==> src/rtl/sm510_core.sv <==
// Sharp SM510 4-bit MCU core: stage-sequenced fetch/execute against 128x4 RAM,
// W/R key-scan outputs and the 15-bit time-base divider, all advanced by clk_en.
module sm510_core #(
    parameter logic [11:0] RESET_PC = 12'hDC0
) (
    input  logic        clk,
    input  logic        reset,
    input  logic        clk_en,
    input  logic [3:0]  cpu_id,
    input  logic [7:0]  rom_data,
    output logic [11:0] rom_addr,
    input  logic [3:0]  input_k,
    input  logic        input_ba,
    input  logic        input_beta,
    output logic [7:0]  output_shifter_s,
    output logic [3:0]  output_r,
    input  logic        accurate_lcd_timing
);
    typedef enum logic [2:0] {
        LOAD_PC  = 3'd0,
        DECODE   = 3'd1,
        EXEC     = 3'd2,
        OP_LOAD  = 3'd3,
        OP_FETCH = 3'd4
    } stage_t;

    stage_t      stage, stage_next;
    logic [11:0] pc, stack_s, stack_r;
    logic [7:0]  opcode, last_opcode, operand, shifter_w;
    logic [3:0]  acc, bl, r, y_reg, l_reg;
    logic [2:0]  bm;
    logic        carry, gamma, skip, sbm, bp, bc;
    logic [14:0] divider;
    logic [3:0]  ram [0:127];

    logic [6:0]  ram_addr;
    logic [3:0]  m, bit_mask, ram_wdata;
    logic        ram_we, suppress, fetch_two;
    logic [4:0]  add11_sum, adx_sum;
    logic [11:0] pc_inc;

    // Pl steps as a 6-bit LFSR; Pu/Pm are untouched by sequential fetch.
    assign pc_inc    = {pc[11:6], ~(pc[0] ^ pc[1]), pc[5:1]};
    assign ram_addr  = {bm[2] | sbm, bm[1:0], bl};
    assign m         = ram[ram_addr];
    assign bit_mask  = 4'b0001 << opcode[1:0];
    assign add11_sum = {1'b0, acc} + {1'b0, m} + {4'd0, carry};
    assign adx_sum   = {1'b0, acc} + {1'b0, opcode[3:0]};
    assign suppress  = skip || (opcode[7:4] == 4'h2 && last_opcode[7:4] == 4'h2);
    assign fetch_two = (rom_data == 8'h5F) || (rom_data[7:4] == 4'h7) || (rom_data[7:6] == 2'b11);

    // TM reads its vector byte from page 0 during the operand fetch.
    assign rom_addr = ((stage == OP_LOAD || stage == OP_FETCH) && opcode[7:6] == 2'b11)
                      ? {6'd0, opcode[5:0]} : pc;
    assign output_shifter_s = shifter_w;
    assign output_r         = r;

    logic unused_ok;
    assign unused_ok = ^{cpu_id, accurate_lcd_timing, bp, bc, y_reg, l_reg, last_opcode[3:0]};

    always_ff @(posedge clk or posedge reset) begin
        if (reset) stage <= LOAD_PC;
        else       stage <= stage_next;
    end

    // NOTE: every always_comb output gets a default first so no path infers a latch.
    always_comb begin
        stage_next = stage;
        if (clk_en) begin
            case (stage)
                LOAD_PC:  stage_next = DECODE;
                DECODE:   stage_next = fetch_two ? OP_LOAD : EXEC;
                OP_LOAD:  stage_next = OP_FETCH;
                OP_FETCH: stage_next = EXEC;
                default:  stage_next = LOAD_PC;
            endcase
        end
    end

    always_comb begin
        ram_we    = 1'b0;
        ram_wdata = m;
        if (clk_en && stage == EXEC && !suppress) begin
            casez (opcode)
                8'b0000_01??: begin ram_we = 1'b1; ram_wdata = m & ~bit_mask; end
                8'b0000_11??: begin ram_we = 1'b1; ram_wdata = m | bit_mask;  end
                8'b0001_????: begin ram_we = (opcode[3:2] != 2'b10); ram_wdata = acc; end
                default: ;
            endcase
        end
    end

    // NOTE: RAM has no reset; it powers up undefined and firmware initialises it.
    always_ff @(posedge clk) begin
        if (ram_we) ram[ram_addr] <= ram_wdata;
    end

    // NOTE: all state uses non-blocking assignments; later writes in this block override earlier ones.
    always_ff @(posedge clk or posedge reset) begin
        if (reset) begin
            pc          <= RESET_PC;
            stack_s     <= '0;
            stack_r     <= '0;
            opcode      <= '0;
            last_opcode <= '0;
            operand     <= '0;
            shifter_w   <= '0;
            acc         <= '0;
            bl          <= '0;
            r           <= '0;
            y_reg       <= '0;
            l_reg       <= '0;
            bm          <= '0;
            carry       <= 1'b0;
            gamma       <= 1'b0;
            skip        <= 1'b0;
            sbm         <= 1'b0;
            bp          <= 1'b0;
            bc          <= 1'b0;
            divider     <= '0;
        end else if (clk_en) begin
            divider <= divider + 15'd1;
            if (divider == 15'h7FFF) gamma <= 1'b1;
            case (stage)
                DECODE: begin
                    last_opcode <= opcode;
                    opcode      <= rom_data;
                    pc          <= pc_inc;
                end
                OP_FETCH: begin
                    operand <= rom_data;
                    if (opcode[7:6] != 2'b11) pc <= pc_inc;
                end
                EXEC: begin
                    skip <= 1'b0;
                    sbm  <= 1'b0;
                    if (!suppress) begin
                        casez (opcode)
                            8'h01: bp <= acc[0];
                            8'h02: sbm <= 1'b1;
                            8'h03: pc <= {pc[11:4], acc};
                            8'h08: acc <= acc + m;
                            8'h09: begin
                                acc   <= add11_sum[3:0];
                                carry <= add11_sum[4];
                                skip  <= add11_sum[4];
                            end
                            8'h0A: acc <= ~acc;
                            8'h0B: begin acc <= bl; bl <= acc; end
                            8'b0001_????: begin
                                acc <= m;
                                bm  <= bm ^ {1'b0, opcode[1:0]};
                                if (opcode[3:2] == 2'b01) begin
                                    bl <= bl + 4'd1; skip <= (bl == 4'hF);
                                end else if (opcode[3:2] == 2'b11) begin
                                    bl <= bl - 4'd1; skip <= (bl == 4'h0);
                                end
                            end
                            8'b0010_????: acc <= opcode[3:0];
                            8'b0011_????: begin
                                acc  <= adx_sum[3:0];
                                skip <= adx_sum[4] && (opcode[3:0] != 4'hA);
                            end
                            8'b0100_????: begin
                                bm <= {bm[2] | sbm, opcode[1:0]};
                                bl <= {{2{|opcode[3:2]}}, opcode[3:2]};
                            end
                            8'h50: skip <= !input_beta;
                            8'h51: skip <= !carry;
                            8'h52: skip <= (acc == m);
                            8'b0101_01??: skip <= m[opcode[1:0]];
                            8'h58: begin skip <= !gamma; gamma <= 1'b0; end
                            8'h59: l_reg <= acc;
                            8'h5A: skip <= (acc == 4'h0);
                            8'h5B: skip <= (acc == bl);
                            8'h5E: skip <= !input_ba;
                            8'h5F: begin bm <= operand[6:4]; bl <= operand[3:0]; end
                            8'h60: y_reg <= acc;
                            8'h61: r <= acc;
                            8'h62: shifter_w <= {shifter_w[6:0], 1'b0};
                            8'h63: shifter_w <= {shifter_w[6:0], 1'b1};
                            8'h64: begin bl <= bl + 4'd1; skip <= (bl == 4'hF); end
                            8'h65: divider <= '0;
                            8'h66: carry <= 1'b0;
                            8'h67: carry <= 1'b1;
                            8'h68: skip <= divider[14];
                            8'h69: skip <= divider[11];
                            8'h6A: acc <= input_k;
                            8'h6B: {acc, carry} <= {carry, acc};
                            8'h6C: begin bl <= bl - 4'd1; skip <= (bl == 4'h0); end
                            8'h6D: bc <= carry;
                            8'b0110_111?: begin
                                pc      <= stack_s;
                                stack_s <= stack_r;
                                skip    <= opcode[0];
                            end
                            8'b0111_11??: begin
                                stack_r <= stack_s;
                                stack_s <= pc;
                                pc      <= {operand[7:6], 2'b00, opcode[1:0], operand[5:0]};
                            end
                            8'b0111_????: pc <= {operand[7:6], opcode[3:0], operand[5:0]};
                            8'b10??_????: pc <= {pc[11:6], opcode[5:0]};
                            8'b11??_????: begin
                                stack_r <= stack_s;
                                stack_s <= pc;
                                pc      <= {2'b00, 4'h4, operand[5:0]};
                            end
                            default: ;
                        endcase
                    end
                end
                default: ;
            endcase
        end
    end
endmodule

==> config.mk <==
export PLATFORM = sky130hd
export DESIGN_NAME = sm510_core
export DESIGN_NICKNAME = d
export VERILOG_FILES = /design/src/rtl/sm510_core.sv
export SDC_FILE = /design/constraint.sdc
export NUM_CORES = 1
export LEC_CHECK = 0
export CAP_MARGIN = 5
export CORE_MARGIN = 8
export CORE_UTILIZATION = 40
export DETAILED_ROUTE_END_ITERATION = 10
export DONT_BUFFER_PORTS = 1
export PLACE_DENSITY = 0.55
export SLEW_MARGIN = 20
export SYNTH_ARGS = -nofsm -noshare
export SYNTH_HDL_FRONTEND = slang
export SYNTH_SLANG_ARGS = --single-unit
==> constraint.sdc <==
create_clock -name clk -period 8.1 [get_ports clk]
set_input_delay 1.215 -clock clk [delete_from_list [all_inputs] [get_ports clk]]
set_output_delay 1.215 -clock clk [all_outputs]
set_load 0.005 [all_outputs]
==> results of run 1 <==
==> registers in the layout (all words and copies together), names as in the netlist <==
name and flops:
output_shifter_s 8, bl 4, opcode 8, ram 512, bm 3, last_opcode 4
carry 1, pc 12, skip 1, operand 8, acc 4, stack_r 12
divider 15, stage 3, gamma 1, output_r 4, stack_s 12, sbm 1
==> report_power, final <==
part | total, W | internal, W | switching (W)
Combinational | 0.00430 | 0.00132 | 0.00298
Clock | 0.00299 | 0.00174 | 0.00125
Sequential | 0.00503 | 0.00464 | 0.000386
==> cells in the mapped netlist, types with 14 or more instances <==
| master | n | area, µm² |
|---|---|---|
| sky130_fd_sc_hd__edfxtp_1 | 512 | 15400 |
| sky130_fd_sc_hd__nor2_1 | 240 | 901 |
| sky130_fd_sc_hd__nand2_1 | 112 | 420 |
| sky130_fd_sc_hd__dfrtp_1 | 96 | 2400 |
| sky130_fd_sc_hd__clkbuf_1 | 92 | 345 |
| sky130_fd_sc_hd__a21oi_1 | 83 | 415 |
| sky130_fd_sc_hd__a221oi_1 | 67 | 587 |
| sky130_fd_sc_hd__mux2_2 | 62 | 698 |
| sky130_fd_sc_hd__o21ai_0 | 58 | 290 |
| sky130_fd_sc_hd__a22oi_1 | 47 | 353 |
| sky130_fd_sc_hd__mux4_2 | 47 | 1060 |
| sky130_fd_sc_hd__mux2i_1 | 43 | 430 |
| sky130_fd_sc_hd__a31oi_1 | 30 | 188 |
| sky130_fd_sc_hd__nand3_1 | 24 | 120 |
| sky130_fd_sc_hd__inv_1 | 23 | 86.3 |
| sky130_fd_sc_hd__nor2b_1 | 23 | 144 |
| sky130_fd_sc_hd__nor3_1 | 23 | 115 |
| sky130_fd_sc_hd__o22ai_1 | 21 | 131 |
| sky130_fd_sc_hd__a222oi_1 | 14 | 140 |
| sky130_fd_sc_hd__o21ai_1 | 14 | 70.1 |
==> final timing paths <==
| kind | slack, ns | endpoint |
|---|---|---|
| hold / removal | 0.51 | last_opcode[6]$_DFFE_PP0P_ |
| hold reg to reg | 0.51 | last_opcode[6]$_DFFE_PP0P_ |
| min in group asynchronous | 0.56 | acc[1]$_DFFE_PP0P_ |
| setup reg to reg | 2.09 | skip$_DFFE_PP0P_ |
| setup / recovery | 2.09 | skip$_DFFE_PP0P_ |
| max in group asynchronous | 6.36 | stack_s[10]$_DFFE_PP0P_ |
==> final cells by class <==
| class | instances | area share |
|---|---|---|
| clock inverters | 34 | 0.0108 |
| clock buffers | 89 | 0.0604 |
| well taps | 864 | 0.0361 |
| inverters | 30 | 0.00384 |
| multi-input cells | 1140 | 0.275 |
| flip-flops and latches | 613 | 0.598 |
| repair buffers | 57 | 0.0164 |
==> logic make-up after synthesis <==
family          Yosys count  share of synthesized area
mux                     164                     0.0869
compound gates          440                      0.117
xor+xnor                 22                    0.00721
buf+inv                 157                     0.0252
flops                   613                      0.670
simple gates            497                     0.0839
fa+ha+maj                17                    0.00899
==> layer usage <==
metal,track usage,routed length [µm],up-vias
met2,0.338,37500,838
met4,0.0685,2650,0
met5,0,0,-
met1,0.278,32100,8906
li1,-,-,7487
met3,0.0376,6180,167
==> through the flow <==
| stage | setup slack (ns) | std cells | utilization | hold WS (ns) |
|---|---|---|---|---|
| after floorplan | 0.0863 | 1910 | - | 0.469 |
| after global placement | 2.18 | 2701 | 0.421 | 0.482 |
| after detailed placement | 2.20 | 2702 | 0.421 | 0.496 |
| after CTS | 2.14 | 2825 | 0.453 | 0.508 |
| after global routing | 1.81 | 2827 | 0.454 | 0.514 |
| final | 2.09 | 2827 | 0.454 | 0.506 |
==> worst register-to-register path: stages (launching register included) <==
cell and delay [ns]:
sky130_fd_sc_hd__dfrtp_4 0.84, sky130_fd_sc_hd__buf_4 0.39, sky130_fd_sc_hd__a21bo_1 0.24, sky130_fd_sc_hd__a221o_1 0.35, sky130_fd_sc_hd__a222oi_1 0.53, sky130_fd_sc_hd__o32ai_1 0.16, sky130_fd_sc_hd__or3_1 0.42, sky130_fd_sc_hd__nor4_2 0.76
sky130_fd_sc_hd__inv_1 0.23, sky130_fd_sc_hd__fa_1 0.45, sky130_fd_sc_hd__inv_1 0.09, sky130_fd_sc_hd__fa_1 0.22, sky130_fd_sc_hd__inv_1 0.05, sky130_fd_sc_hd__a21o_1 0.16, sky130_fd_sc_hd__a21oi_1 0.26, sky130_fd_sc_hd__o22ai_1 0.13
sky130_fd_sc_hd__a211oi_1 0.22, sky130_fd_sc_hd__o21ai_0 0.14, sky130_fd_sc_hd__a21oi_1 0.14, sky130_fd_sc_hd__o32ai_1 0.10
==> results.txt, run 1 <==
Together, buffers and inverters on the worst path number 4. The cell depth of the worst hold path was 1. The initial cell density of the core is 0.405, and the clock-pin transition on the worst setup and hold timing paths is 0.06 ns. In this run the mean area of a mapped cell was 14.0 µm². The count of pins over their slew limit was 0. In the synthesized netlist the dominant register cell turns out to be sky130_fd_sc_hd__edfxtp_1. In this run, synthesis produced a sequential element count of 613. Yosys mapped the design onto 89 distinct sky130hd cell types. Proportion of synthesized flip-flops having asynchronous set or reset: 0.165.

The logs give 0 for the final count of hold timing violations and 0.0123 W for the power after layout. Entering global routing, the biggest net connects 87 pins. The tools report the launching instance or port of the critical path as bl[1]$_DFFE_PP0P_. Highest-delay cell along the critical path: sky130_fd_sc_hd__dfrtp_4.

At the pin with the least slew margin, the transition time is 1.10 ns. Setup repair after global routing left no endpoint under its margin. The logs give 0 for the number of antenna violations at the first check in global routing and 6.48 ns for the endpoint arrival time on the critical path. TritonCTS built the clock tree.

The type of the most critical hold path is flip-flop to flip-flop. The overall routing resource usage was 0.207; the clock sink count was 613. Setup violation total in the final timing report: 0. STA classifies the critical path startpoint as a flip-flop.

The die is 274 µm wide. The wire length reported by the detailed router is 78,400 µm, and the die height is 274 µm. Buffers placed on the I/O ports in this run total 0.

The start point of the worst hold path is last_opcode[6]$_DFFE_PP0P_. The share of the clock period used by the worst path after layout was 0.742. The logs give 8.58 ns for the endpoint required time on the critical path and 6 for the first-pass iteration count of the detailed router. The area growth from synthesis to layout is 12.2%.

Buffers added to address setup during post-CTS repair amount to 0. Clock tree synthesis selected as its root buffer the cell sky130_fd_sc_hd__clkbuf_16. The critical path runs through a total of 19 cells.

Across the run, the number of max-cap violations was 0. Synthesis produced a netlist whose cell count is 1,910. The via count of the first global-routing pass is 17,192, and the fraction of final layout cells sized beyond drive strength 1 is 0.152. The run gives 30,000 µm² as the final non-filler cell area. The commonest non-fill, non-tap cell in the layout was sky130_fd_sc_hd__edfxtp_1. By startpoint and endpoint, the worst setup path is classified as flip-flop to flip-flop. The first global-routing pass estimated 116,000 µm of wire. The final weighted congestion of routability-driven global placement was 0.884. Dividing the detail-routed wire length by the instance count gives 27.7 µm. For this design the static power due to leakage is 9.85 nW. The synthesized netlist occupies a cell area of 26,700 µm².

In the routed layout, each cell is associated on average with a via count of 6.15. The antenna diode count was 0; the number of cells on the worst reg-to-reg path was 19. By instance count, the cell type seen most on the critical path is sky130_fd_sc_hd__inv_1. The multi-input combinational cell area is 8240 µm², and the number of top-level pins is 46.

In this run the critical register-to-register path is launched from bl[1]$_DFFE_PP0P_. Walking the worst path, the cells encountered are buf_4, a21bo_1, a221o_1, a222oi_1, o32ai_1, or3_1, nor4_2, inv_1, fa_1, inv_1, fa_1, inv_1, a21o_1, a21oi_1, o22ai_1, a211oi_1, o21ai_0, a21oi_1, o32ai_1. Accumulated negative setup slack: 0 ns. The tools report the footprint of the flip-flops and latches as 17,900 µm². The die covers 75,300 µm².

The post-cts gate resize count came out at 0. The largest delay contributor family on the critical path was compound AO/OA/AOI/OAI gates. Between clock sinks in the finished design, the worst skew comes to 0.0266 ns. The count of fill cells added during filler insertion was 5,873. The sequential area share after synthesis is 0.670.

Counting I/O delays and the setup requirement, the final critical path takes 6.01 ns. The maximum cell stage delay along the critical path is 0.84 ns. In this run, post-CTS hold repair placed 0 buffers.

The run gives 0.264 as the worst-case headroom to the max-slew limit. Power spread over the standard cell area amounts to 411 nW/µm². The kind of end point of the critical path was a flip-flop. The wire-length estimate of the detail-placed layout is 50,000 µm. The clock passes through at most 3 buffers.

When the netlist entered floorplanning its net count stood at 1,948. For the number of design rule violations left after detail routing, the log shows 0. The run finished with clean final reports. The synthesized design contains 512 enable-type register cells. The run gives 67 as the clock buffer count from CTS.

Of all nets on the critical path, the largest fanout is 33. After the first detailed-routing iteration, the DRC count stood at 1,884. The maximum clock frequency was 166 MHz; the layout net count was 1,947.

Count of warnings emitted by yosys: 0. The H-tree depth reported by CTS was 3. The global-route congestion overflow total was 0; the area of the placeable core was 66,000 µm². The detailed router placed 17,398 vias in this run.

The clock reaches the later pin of the worst-skew pair after 0.61 ns. The standard-cell row count was 94; the worst-case vdd ir drop was 0.000316 V. Once detail routing completed, the nets flagged for antenna violations numbered 0.

Once placement finished, the instance area stood at 27,800 µm². In the layout the commonest cells are sky130_fd_sc_hd__edfxtp_1 (512), sky130_fd_sc_hd__nor2_1 (239), sky130_fd_sc_hd__nand2_1 (112), sky130_fd_sc_hd__dfrtp_1 (93), sky130_fd_sc_hd__a21oi_1 (83).
No activity file was read; power rests on OpenSTA's default activity.
==> run 2, diff against run 1 <==
--- a/config.mk
+++ b/config.mk
@@ -10,7 +10,7 @@
 export CORE_UTILIZATION = 40
 export DETAILED_ROUTE_END_ITERATION = 10
 export DONT_BUFFER_PORTS = 1
-export PLACE_DENSITY = 0.55
+export PLACE_DENSITY = 0.53
 export SLEW_MARGIN = 20
 export SYNTH_ARGS = -nofsm -noshare
 export SYNTH_HDL_FRONTEND = slang
==> constraint.sdc (replaced) <==
create_clock -name clk -period 6.15 [get_ports clk]
set_input_delay 0.9225 -clock clk [delete_from_list [all_inputs] [get_ports clk]]
set_output_delay 0.9225 -clock clk [all_outputs]
set_load 0.005 [all_outputs]
==> run 2 against run 1 <==
  * First-iteration DRC count is 9.0% higher
  * Largest cell class unchanged
  * Maximum frequency is 8.1% higher
  * Flip-flop and latch count stayed put
  * Wire length is 2.8% higher
  * Sequential power is 31% higher
  * Power is 32% higher
  * Register-to-register slack worse by 1.5 ns
==> results.txt, run 2 (same netlist as run 1, synthesis figures left out) <==
Setup violations remaining at the end of the flow were counted as 0. The root buffer cell chosen for the clock tree is sky130_fd_sc_hd__clkbuf_16. For the via count of the first global-routing pass, the log shows 17,414. The run gives 0 as the final count of hold timing violations. The number of antenna diodes in the final layout is 0. The wire length of the first global-routing pass came out at 119,000 µm. The detailed router finished its first iteration with 2,053 violations.

The most frequent cell on the critical path was sky130_fd_sc_hd__inv_1. Walking the worst path, the cells encountered are a21bo_1, a221o_1, a222oi_1, o32ai_1, or3_1, nor4_2, inv_1, fa_1, inv_1, fa_1, inv_1, a21o_1, a21oi_1, o22ai_1, a211oi_1, o21ai_0, a21oi_1, o32ai_1. The finished cells cover 30,100 µm². For the pin with the worst max-slew slack, the measured transition is 1.18 ns.

From synthesis to final layout, the design area changed by 12.7%. The tools report the worst-case headroom to the max-slew limit as 0.213. Measured in cells, the most critical reg-to-reg path has a length of 18. The startpoint identified for the worst register-to-register timing path is bl[1]$_DFFE_PP0P_. The proportion of total power due to net switching works out to 0.376. The remaining antenna violation count is 0, and the buffers inserted during post-CTS setup optimization is 0. The longest clock path from root to sink contains 3 buffers.

Setup repair after global routing left no endpoint under its margin. Across the run, the number of max-cap violations was 0. At the end of the flow, the number of nets in the layout was 1,974. In the layout the commonest cells are sky130_fd_sc_hd__edfxtp_1 (512), sky130_fd_sc_hd__nor2_1 (239), sky130_fd_sc_hd__nand2_1 (112), sky130_fd_sc_hd__dfrtp_1 (93), sky130_fd_sc_hd__a21oi_1 (83).

The worst-case vdd ir drop is 0.000623 V. Summed over all nets, the switching power comes to 0.00612 W. For the final worst setup slack, the log shows 0.594 ns. The overall routing resource usage is 0.212, and the first-pass iteration count of the detailed router is 8. The number of flip-flops in the largest register works out to 512.

The endpoint identified for the worst register-to-register timing path is skip$_DFFE_PP0P_. The core region is 66,000 µm². Detailed placement finished with a half-perimeter wire length of 52,400 µm. Highest-delay cell along the critical path: sky130_fd_sc_hd__dfrtp_4. Once placement finished, the instance area stood at 28,100 µm². Measured along the x axis, the die boundary spans 274 µm. For this run the aggregate overflow at the end of global routing stands at 0. Counting every sink on the clock net gives 613.

TritonCTS built the clock tree. The number of design rule violations left after detail routing is 0, and the biggest fanout along the worst timing path is 34. Fraction of final layout cells sized beyond drive strength 1: 0.161.

Data on the critical path is required at its endpoint by 6.60 ns. In the routed layout, each cell is associated on average with a via count of 6.13. The clock network power share is 0.236, and the clock buffer count from CTS is 67. Commonest non-fill, non-tap cell in the layout: sky130_fd_sc_hd__edfxtp_1.

The tools report the standard-cell row count as 94. The combinational share of power came out at 0.359. The flow ran to the end, and the final reports show no timing, DRC or antenna violations.

The minimum hold slack is 0.296 ns. By startpoint and endpoint, the worst setup path is classified as flip-flop to flip-flop. The kind of end point of the critical path was a flip-flop. In this run the tool buffered the top-level ports with 0 buffer cells. Derived from the worst setup path, the maximum achievable clock frequency is 180 MHz. The post-cts gate resize count was 0; the power density normalized to cell area was 541 nW/µm².

The number of placed instances, taps included, is 2,731. The worst hold path belongs to the class input port to asynchronous set/reset pin. The later pin in the worst-skew pair is clocked with a latency of 0.61 ns. The die covers 75,300 µm². Entering global routing, the biggest net connects 129 pins. Clock-pin slew was measured on the worst setup and hold paths at 0.06 ns.

In this run the register-to-register setup slack is 0.59 ns. The floorplan step set the die height to 274 µm. The register with the most flip-flops is ram.

The largest registers in the layout are ram (512), divider (15). The average wire length per cell after detail routing was 28.3 µm. Data arrives at the worst endpoint at 6.01 ns. The run gives 46 as the number of top-level pins. For this run, the slowest stage of the critical path takes 0.88 ns. The routed layout has 17,449 vias. The initial cell density of the core was 0.405.

Internal power comes to 0.0102 W. The post-route non-filler standard cell count is 2,845, and the setup slack after placement is 0.679 ns. CTS built an H-tree with a depth of 3. Counting both buffers and inverters, the worst setup path holds a total of 3.

The clock period minus worst slack is 5.56 ns. The tools report the relative contribution of sequential cells to total power as 0.405. The congestion estimate from routability-driven global placement came to 0.863.

For this design the static power due to leakage is 9.94 nW. The share of the clock period used by the worst path after layout is 0.903. For the wire length reported by the detailed router, the log shows 80,600 µm.

The clock arrives with 0.0325 ns of skew. The number of hold buffers added after CTS was 0. Grouping stages by cell kind, the critical path spends the most delay in compound AO/OA/AOI/OAI gates. The count of pins over their slew limit came out at 0. The worst setup path is launched from a flip-flop. Number of antenna violations at the first check in global routing: 0. The core utilization of the finished layout came out at 0.456.
[run 2: cell types whose count changed in the layout (fill, tap and decap cells not counted), sizes merged]
cell      before  now
clkinv        28   26
buf           57   84
inv           30   29
clkbuf        89   82
clkinvlp       1    2
[run 2: power groups by stage]
stage	clock network, W	logic [W]	registers [W]
final	0.00385	0.00584	0.00659
after global routing	0.00406	0.00623	0.00664
after CTS	0.00392	0.00581	0.00659
after detailed placement	0	0.00579	0.00668
after global placement	0	0.00571	0.00667
after floorplan	0	0.00352	0.00648
[run 2: through the flow]
stage	total power (W)	TNS, ns
after global placement	0.0124	0
after floorplan	0.0100	-495.64
after detailed placement	0.0125	0
after global routing	0.0169	0
after CTS	0.0163	0
final	0.0163	0
[run 2: cell type report]
type | instances | area, µm²
Clock buffer | 82 | 1750
Clock inverter | 32 | 288
Fill cell | 5869 | 35900
Inverter | 30 | 115
Multi-Input combinational cell | 1140 | 8220
Sequential cell | 613 | 17900
Tap cell | 864 | 1080
Timing Repair Buffer | 84 | 718
[run 2: worst max-delay path by stage]
stage / startpoint / to / slack (ns) / cells after the start
final: bl[1]$_DFFE_PP0P_ / skip$_DFFE_PP0P_ / 0.59 / 18
after global routing: bl[1]$_DFFE_PP0P_ / skip$_DFFE_PP0P_ / 0.17 / 19
after CTS: bl[1]$_DFFE_PP0P_ / skip$_DFFE_PP0P_ / 0.61 / 18
after detailed placement: bl[1]$_DFFE_PP0P_ / skip$_DFFE_PP0P_ / 0.68 / 18
after global placement: bl[1]$_DFFE_PP0P_ / skip$_DFFE_PP0P_ / 0.72 / 18
after floorplan: opcode[6]$_DFFE_PP0P_ / ram[0][1]$_DFFE_PP_ / -1.73 / 6
[run 2: metal layers]
metal	share of wire	track usage	vias to the layer above	wire length [µm]
li1	-	-	7523	-
met1	0.40	0.276	8929	32500
met2	0.48	0.351	820	38900
met3	0.077	0.0431	177	6230
met4	0.037	0.0750	0	3010
met5	0	0	-	0
==> run 3, diff against run 2 <==
--- a/config.mk
+++ b/config.mk
@@ -10,6 +10,7 @@
 export CORE_UTILIZATION = 40
 export DETAILED_ROUTE_END_ITERATION = 10
 export DONT_BUFFER_PORTS = 1
+export MAX_ROUTING_LAYER = met4
 export PLACE_DENSITY = 0.53
 export SLEW_MARGIN = 20
 export SYNTH_ARGS = -nofsm -noshare
==> run 3 against run 2 <==
  * Worst setup slack lost 0.069 ns
  * Via count hardly changed
  * Clock-buffer cell count did not move
  * Sequential share of layout area stayed put
  * Clock power barely moved
==> results.txt, run 3 (same netlist as run 1, synthesis figures left out) <==
The flow ran to the end, and the final reports show no timing, DRC or antenna violations. The number of antenna diodes in the final layout is 0. The clock insertion delay at the later pin of the skew report came out at 0.61 ns. The run gives 0 as the setup violation total in the final timing report.

Hold timing on the final database bottoms out at a slack of 0.297 ns. Counting flops per register, the top entry is ram. The power density normalized to cell area is 541 nW/µm².

Summed over all layers, the global routing overflow is 0. Share of the clock period used by the worst path after layout: 0.915. The worst setup path is of the flip-flop to flip-flop kind.

The tools report the overall routing resource usage as 0.218. For the pin with the worst max-slew slack, the measured transition is 1.17 ns. The tools report the layout net count as 1,974.

STA classifies the critical path startpoint as a flip-flop. CTS saw 613 sinks. For flop-to-flop paths, the worst setup slack is 0.53 ns. Counting the buffers created by CTS gives 67. TritonCTS built the clock tree. The power after layout is 0.0163 W, and the worst-case vdd ir drop is 0.000617 V.

Type of the most critical hold path: input port to asynchronous set/reset pin. The number of setup buffers added after CTS is 0. Fill cells in the final layout number 5,869. Max-cap violations in this run came to 0. The final count of hold timing violations came out at 0. Port buffering added 0 buffers. The clock-pin transition on the worst setup and hold timing paths is 0.06 ns.

The largest registers in the layout are ram (512), divider (15). The biggest fanout along the worst timing path is 34, and the number of antenna violations at the first check in global routing is 0. Final weighted congestion of routability-driven global placement: 0.877.

The worst-case headroom to the max-slew limit is 0.217, and the average wire length per cell after detail routing is 28.4 µm. The initial cell density of the core came out at 0.405. Once detail routing completed, the nets flagged for antenna violations numbered 0. Setup slack on the critical path of the routed design comes to 0.525 ns. The width of the die is 274 µm, and the HPWL after detailed placement is 52,400 µm. Number of flip-flops in the largest register: 512. Summed over all layers, the routed wires come to 80,700 µm. After detailed routing, the number of remaining DRC violations is 0.

The logs give 129 for the pin count of the biggest net entering global routing and 178 MHz for the maximum clock frequency. The floorplan step set the die height to 274 µm. The die covers 75,300 µm². Summed over all cells, the static leakage comes to 9.94 nW. The first global-routing pass estimated 119,000 µm of wire. At the worst endpoint, the arrival time is 6.08 ns. For the number of violations reported at the end of detailed-routing iteration 0, the log shows 2,155.

In the layout the commonest cells are sky130_fd_sc_hd__edfxtp_1 (512), sky130_fd_sc_hd__nor2_1 (239), sky130_fd_sc_hd__nand2_1 (112), sky130_fd_sc_hd__dfrtp_1 (93), sky130_fd_sc_hd__a21oi_1 (83). The run gives 6.60 ns as the endpoint required time on the critical path. STA classifies the critical path endpoint as a flip-flop. The clock tree skew after final layout was 0.0341 ns. The clock tree synthesis step divided the H-tree into 3 levels. Per-cell via count in the routed design: 6.14.

The setup slack after placement was 0.679 ns; the area of the placeable core was 66,000 µm². The buffer cell driving the clock tree root was sky130_fd_sc_hd__clkbuf_16. The tools report the count of pins over their slew limit as 0. Setup repair after global routing left no endpoint under its margin. The number of top-level pins is 46, and the via count of the first global-routing pass is 17,396. The clock period minus worst slack works out to 5.62 ns.

Commonest non-fill, non-tap cell in the layout: sky130_fd_sc_hd__edfxtp_1. The quantity of hold-fixing buffers added after cts is 0, and the buffer depth of the longest clock path is 3. The fraction of final layout cells sized beyond drive strength 1 works out to 0.161.

The synthesis-to-layout area growth is 12.7%, and the first-pass iteration count of the detailed router is 9. The standard-cell row count came out at 94. Post-cts gate resize count: 0. The routed layout has 17,457 vias.
-- run 3: worst paths after layout --
kind / start / endpoint / cells past startpoint
setup reg to reg: bl[1]$_DFFE_PP0P_ / skip$_DFFE_PP0P_ / 18
min in group clk: clk_en / stage[2]$_DFFE_PP0P_ / 1
hold reg to reg: pc[10]$_DFFE_PP1P_ / pc[10]$_DFFE_PP1P_ / 2
hold / removal: reset / output_shifter_s[2]$_DFFE_PP0P_ / 1
max in group asynchronous: reset / bl[0]$_DFFE_PP0P_ / 2
setup / recovery: bl[1]$_DFFE_PP0P_ / skip$_DFFE_PP0P_ / 18
-- run 3: per-layer routing --
layer | GRT usage | wire length, µm | up-vias
met5 | - | 0 | -
met1 | 0.277 | 32600 | 8947
met4 | 0.0755 | 2940 | 0
met3 | 0.0433 | 6210 | 168
li1 | - | - | 7525
met2 | 0.350 | 38900 | 817
-- run 3: per-stage QoR --
step | utilization | std cells | setup TNS, ns | cell area (µm²)
finish | 0.456 | 2845 | 0 | 30100
global route | 0.456 | 2845 | 0 | 30100
CTS | 0.456 | 2845 | 0 | 30100
detailed placement | 0.425 | 2731 | 0 | 28100
global placement | 0.425 | 2731 | 0 | 28000
floorplan | - | 1910 | -495.64 | 26700
-- run 3: layout make-up --
| cell class | count | area (µm²) | area share |
|---|---|---|---|
| flip-flops and latches | 613 | 17900 | 0.595 |
| multi-input cells | 1140 | 8220 | 0.273 |
| clock buffers | 82 | 1750 | 0.0583 |
| well taps | 864 | 1080 | 0.0359 |
| repair buffers | 84 | 718 | 0.0239 |
| clock inverters | 32 | 288 | 0.00956 |
| inverters | 30 | 115 | 0.00382 |
-- run 3: worst max-delay path, cell delays in order (launching register included) --
cell and delay, ns:
sky130_fd_sc_hd__dfrtp_4 0.88, sky130_fd_sc_hd__a21bo_1 0.28, sky130_fd_sc_hd__a221o_1 0.36, sky130_fd_sc_hd__a222oi_1 0.58, sky130_fd_sc_hd__o32ai_1 0.19, sky130_fd_sc_hd__or3_1 0.44, sky130_fd_sc_hd__nor4_2 0.47, sky130_fd_sc_hd__inv_1 0.20
sky130_fd_sc_hd__fa_1 0.43, sky130_fd_sc_hd__inv_1 0.09, sky130_fd_sc_hd__fa_1 0.22, sky130_fd_sc_hd__inv_1 0.05, sky130_fd_sc_hd__a21o_1 0.16, sky130_fd_sc_hd__a21oi_1 0.28, sky130_fd_sc_hd__o22ai_1 0.14, sky130_fd_sc_hd__a211oi_1 0.25
sky130_fd_sc_hd__o21ai_0 0.14, sky130_fd_sc_hd__a21oi_1 0.16, sky130_fd_sc_hd__o32ai_1 0.10
-- run 3: report_power, final --
group | internal, W | switching, W
Combinational | 0.00184 | 0.00399
Clock | 0.00223 | 0.00162
Sequential | 0.00610 | 0.000489
